[src/rtl/td4_prog_loader_pkg.sv]
// Shared types for the TD4 program loader: CPU fetch width and loader FSM/state encodings.
package lib_cpu;
  localparam int IP_W = 4;
endpackage

package lib_loader;
  import lib_cpu::*;

  localparam int             MEM_DEPTH     = 2 ** IP_W;
  localparam logic [7:0]     SYNC_BYTE_DEF = 8'hA5;

  typedef logic [7:0] opcode_t;

  typedef enum logic [2:0] {
    IDLE  = 3'd0,
    COUNT = 3'd1,
    DATA  = 3'd2,
    CKSUM = 3'd3,
    FILL  = 3'd4,
    DONE  = 3'd5
  } loader_state_e;
endpackage

[src/rtl/td4_prog_mem.sv]
// 16x8 TD4 instruction memory: synchronous write, combinational read, synchronous active-low clear.
module td4_prog_mem
  import lib_cpu::*;
  import lib_loader::*;
(
  input  logic            clk,
  input  logic            rst_n,
  input  logic            we,
  input  logic [IP_W-1:0] waddr,
  input  logic [7:0]      wdata,
  input  logic [IP_W-1:0] raddr,
  output logic [7:0]      rdata
);

  opcode_t mem_r [MEM_DEPTH];

  // Storage array; a reset clears every word, including a half-loaded frame.
  always_ff @(posedge clk) begin
    if (!rst_n) begin
      for (int i = 0; i < MEM_DEPTH; i++) begin
        mem_r[i] <= 8'h00;
      end
    end else if (we) begin
      mem_r[waddr] <= wdata;
    end else begin
      mem_r[waddr] <= mem_r[waddr];
    end
  end

  // Read returns the pre-write value when the same word is written this cycle.
  assign rdata = mem_r[raddr];

endmodule

[src/rtl/td4_prog_loader.sv]
// Framed byte-stream loader for the TD4 instruction memory, holding the CPU until a frame completes.
// Define TD4_LOADER_CKSUM_EN to require a trailing 8-bit sum byte after the payload.
module td4_prog_loader
  import lib_cpu::*;
  import lib_loader::*;
#(
  parameter logic [7:0] SYNC_BYTE = SYNC_BYTE_DEF
) (
  input  logic            clk,
  input  logic            rst_n,
  input  logic            in_valid,
  input  logic [7:0]      in_data,
  output logic            in_ready,
  input  logic [IP_W-1:0] fetch_addr,
  output logic [7:0]      fetch_data,
  output logic            cpu_hold,
  output logic            load_done,
  output logic            load_err
);

  loader_state_e state_r, state_s;
  logic [4:0]    cnt_r, cnt_s;
  logic [4:0]    addr_r, addr_s;
  logic [7:0]    sum_r, sum_s;
  logic          hold_r, hold_s;
  logic          err_r, err_s;
  logic          ready_r, done_r;
  logic          accept_s, we_s;
  logic [7:0]    wdata_s;
  loader_state_e after_payload_s;

  assign accept_s = in_valid && ready_r;
  // A full 16-word frame has nothing to pad.
  assign after_payload_s = (cnt_r == 5'd16) ? DONE : FILL;

  // Next-state and datapath control.
  always_comb begin
    state_s = state_r;
    cnt_s   = cnt_r;
    addr_s  = addr_r;
    sum_s   = sum_r;
    hold_s  = hold_r;
    err_s   = err_r;
    we_s    = 1'b0;
    wdata_s = in_data;
    case (state_r)
      IDLE: begin
        if (accept_s && (in_data == SYNC_BYTE)) begin
          state_s = COUNT;
          hold_s  = 1'b1;
          err_s   = 1'b0;
        end else begin
          state_s = IDLE;
        end
      end
      COUNT: begin
        if (accept_s) begin
          if ((in_data != 8'd0) && (in_data <= 8'(MEM_DEPTH))) begin
            cnt_s   = in_data[4:0];
            addr_s  = 5'd0;
            sum_s   = 8'd0;
            state_s = DATA;
          end else begin
            err_s   = 1'b1;
            state_s = IDLE;
          end
        end else begin
          state_s = COUNT;
        end
      end
      DATA: begin
        if (accept_s) begin
          we_s   = 1'b1;
          sum_s  = sum_r + in_data;
          addr_s = addr_r + 5'd1;
          if ((addr_r + 5'd1) == cnt_r) begin
`ifdef TD4_LOADER_CKSUM_EN
            state_s = CKSUM;
`else
            state_s = after_payload_s;
`endif
          end else begin
            state_s = DATA;
          end
        end else begin
          state_s = DATA;
        end
      end
`ifdef TD4_LOADER_CKSUM_EN
      CKSUM: begin
        if (accept_s) begin
          if (in_data == sum_r) begin
            state_s = after_payload_s;
          end else begin
            err_s   = 1'b1;
            state_s = IDLE;
          end
        end else begin
          state_s = CKSUM;
        end
      end
`endif
      FILL: begin
        we_s    = 1'b1;
        wdata_s = 8'h00;
        addr_s  = addr_r + 5'd1;
        if (addr_r == 5'd15) begin
          state_s = DONE;
        end else begin
          state_s = FILL;
        end
      end
      DONE: begin
        hold_s  = 1'b0;
        state_s = IDLE;
      end
      default: begin
        state_s = IDLE;
      end
    endcase
  end

  // State and registered outputs; in_ready/load_done are decoded from the next state.
  always_ff @(posedge clk) begin
    if (!rst_n) begin
      state_r <= IDLE;
      cnt_r   <= 5'd0;
      addr_r  <= 5'd0;
      sum_r   <= 8'd0;
      hold_r  <= 1'b1;
      err_r   <= 1'b0;
      ready_r <= 1'b1;
      done_r  <= 1'b0;
    end else begin
      state_r <= state_s;
      cnt_r   <= cnt_s;
      addr_r  <= addr_s;
      sum_r   <= sum_s;
      hold_r  <= hold_s;
      err_r   <= err_s;
      ready_r <= !((state_s == FILL) || (state_s == DONE));
      done_r  <= (state_s == DONE);
    end
  end

  assign in_ready  = ready_r;
  assign cpu_hold  = hold_r;
  assign load_done = done_r;
  assign load_err  = err_r;

  td4_prog_mem u_mem (
    .clk   (clk),
    .rst_n (rst_n),
    .we    (we_s),
    .waddr (addr_r[3:0]),
    .wdata (wdata_s),
    .raddr (fetch_addr),
    .rdata (fetch_data)
  );

endmodule

[config.mk]
export PLATFORM = sky130hd
export DESIGN_NAME = td4_prog_loader
export DESIGN_NICKNAME = d
export VERILOG_FILES = /design/src/rtl/td4_prog_loader_pkg.sv /design/src/rtl/td4_prog_mem.sv /design/src/rtl/td4_prog_loader.sv
export SDC_FILE = /design/constraint.sdc
export NUM_CORES = 1
export LEC_CHECK = 0
export CAP_MARGIN = 10
export CORE_MARGIN = 5
export CORE_UTILIZATION = 45
export DETAILED_ROUTE_END_ITERATION = 10
export PLACE_DENSITY = 0.6
export SLEW_MARGIN = 10
export SYNTH_ARGS = -nofsm -noshare
export SYNTH_HDL_FRONTEND = slang
export SYNTH_SLANG_ARGS = --single-unit
[constraint.sdc]
create_clock -name clk -period 4.7 [get_ports clk]
set_input_delay 0.94 -clock clk [delete_from_list [all_inputs] [get_ports clk]]
set_output_delay 0.94 -clock clk [all_outputs]
set_load 0.01 [all_outputs]
==> flow_metrics.env <==
export IMPL_leakagePower_nw=2.71
export IMPL_synth_area_um2=6680
export IMPL_grt_pass1_vias=4057
export IMPL_root_buffer="clkbuf_16"
export IMPL_grt_max_degree=33
export IMPL_postCtsSetupBuffers=0
export IMPL_cts_tree="built"
export IMPL_critical_path_arrival_ps=3050
export IMPL_finalSetupTns_ps=0
export IMPL_layout_commonest_cell="nor2_1"
export IMPL_cp_data_required_time_ps=3760
export IMPL_worstPathMaxFanout=32
export IMPL_worst_slew_pin_slew_ps=818
export IMPL_clock_latency_ps=420
export IMPL_hold_buffers=0
export IMPL_cts_sinks=145
export IMPL_drive_gt1_frac=0.134
export IMPL_totalWireLength_um=15200
export IMPL_fin_nets=515
export IMPL_dp_cells=660
export IMPL_layout_min_cycle_time_ps=3990
export IMPL_grt_overflow_total=0
export IMPL_start_kind="primary input"
export IMPL_yosysSeqAreaShare=0.627
export IMPL_synth_seq_cells=145
export IMPL_rsz0062_at_grt="false"
export IMPL_detail_route_antenna_nets=0
export IMPL_clockBufferDepth=2
export IMPL_diodes=0
export IMPL_num_io_pins=27
export IMPL_cap_violations=0
export IMPL_post_route_util=0.531
export IMPL_std_cell_rows=44
export IMPL_wl_per_cell_um=21.9
export IMPL_grt_usage=0.181
export IMPL_htree_levels=4
export IMPL_antenna_found_initial=0
export IMPL_finalPower_mw=3.14
export IMPL_hold_violations=0
export IMPL_drv_slew=0
export IMPL_final_cell_mix="137 x nor2_1, 128 x edfxtp_1, 28 x nand2_1, 25 x clkdlybuf4s50_1, 24 x mux4_1"
export IMPL_initial_core_util=0.459
export IMPL_setup_viol=0
export IMPL_relSlewSlack=0.453
export IMPL_max_freq_mhz=251
export IMPL_instances_no_fill=692
export IMPL_synth_fp_nets=493
export IMPL_die_area_um2=17400
export IMPL_worst_setup_path_type="primary input to output port"
export IMPL_ys_types=44
export IMPL_gp_congestion=0.809
export IMPL_die_height_um=132
export IMPL_syn_area_per_cell_um2=14.1
export IMPL_cts_inserted_buffers=17
export IMPL_synthArstFlopShare=0
export IMPL_coreArea_um2=14500
export IMPL_io_buffers=26
export IMPL_cts_clk_slew_worst_paths_ps=60
export IMPL_vias=3886
export IMPL_endpoint_kind="output port"
export IMPL_via_per_inst=5.62
export IMPL_cts_resized=0
export IMPL_synth_warning_count=0
export IMPL_synth_edf_count=128
export IMPL_route_detailed_drc=0
export IMPL_ir_drop_mv=0.257
export IMPL_syn_inst=473
export IMPL_p_per_area_nw_per_um2=407
export IMPL_die_x_um=132
export IMPL_grt_pass1_wl_um=23600
export IMPL_synth_main_ff_cell="edfxtp_1"
export IMPL_timing_final_crit_share=0.849
export IMPL_area_growth_pct=15.5
export IMPL_hold_path_class="flip-flop to flip-flop"
export IMPL_dp_hpwl_um=9920
export IMPL_dr_pass1_iters=5
export IMPL_outcome="complete, no violations"
export IMPL_drtIter0Drc=365
export IMPL_finClkSkew_ps=8.18
logic make-up after synthesis:
group	after synthesis	share of synthesized area
AOI/OAI and AO/OA	21	0.0202
xor gates and xnor gates	8	0.0105
adders and majority gates	5	0.00937
buffers and inverters	32	0.0272
DFF	145	0.627
muxes	45	0.156
and+or+nand+nor	217	0.150
cell usage after synthesis, types with 3 or more instances:
cell      number  share of area
a21oi_1        8         0.0060
and3_1         4         0.0037
buf_1          5         0.0028
buf_2          9         0.0067
clkbuf_1      10         0.0056
dfxtp_1       17          0.051
edfxtp_1     128           0.58
ha_1           5         0.0094
inv_1          3         0.0017
mux2i_1        5         0.0075
mux4_1        24          0.094
mux4_2        16          0.054
nand2_1       28          0.016
nand2b_1       3         0.0028
nand3_1        3         0.0022
nand3_2       11          0.016
nand4_1        6         0.0056
nor2_1       137          0.077
nor2b_1        9         0.0084
o21ai_0        4         0.0030
xnor2_1        6         0.0079
final timing paths:
path / startpoint / end / slack, ps / cells after the start
worst min-delay path: cpu_hold / cpu_hold / 470 / 1
worst min register to register: cpu_hold / cpu_hold / 470 / 1
worst max-delay path: fetch_addr[1] / fetch_data[1] / 710 / 5
worst max register to register: in_ready / u_mem.mem_r[14][7] / 1820 / 5
through the flow:
stage / worst slack (ps) / cell area (µm²) / hold WS (ps)
floorplan: 1550 / 6680 / 488
global placement: 713 / 7060 / 438
detailed placement: 713 / 7060 / 443
CTS: 710 / 7710 / 470
global route: 679 / 7710 / 497
finish: 712 / 7710 / 472
sequential cells by signal, summed over array words and instances, names as in the netlist:
name,cells
in_ready,1
state_r,3
cnt_r,5
cpu_hold,1
load_done,1
addr_r,5
u_mem.mem_r,128
load_err,1
worst max-delay path, stage by stage:
cell and delay, ps:
clkdlybuf4s50_1 500, buf_12 220, mux4_1 370, mux4_2 500, clkdlybuf4s50_1 500
final cells by class:
class / instances / area, µm²
Sequential cell: 145 / 4180
Inverter: 3 / 11.3
Multi-Input combinational cell: 296 / 2310
Clock inverter: 13 / 209
Fill cell: 1208 / 6820
Timing Repair Buffer: 32 / 325
Clock buffer: 19 / 443
Tap cell: 184 / 230
per-layer routing:
metal,part of all wire,up-vias,GRT usage
met1,0.41,1926,0.230
met4,0.013,0,0.0594
li1,-,1811,-
met3,0.059,18,0.0393
met5,0,-,0
met2,0.51,131,0.308
power breakdown:
group	total, mW	switching, mW	internal [mW]
logic	0.192	0.101	0.0906
clock network	1.48	0.527	0.957
registers	1.47	0.0160	1.45
(Power assumes the default switching activity.)
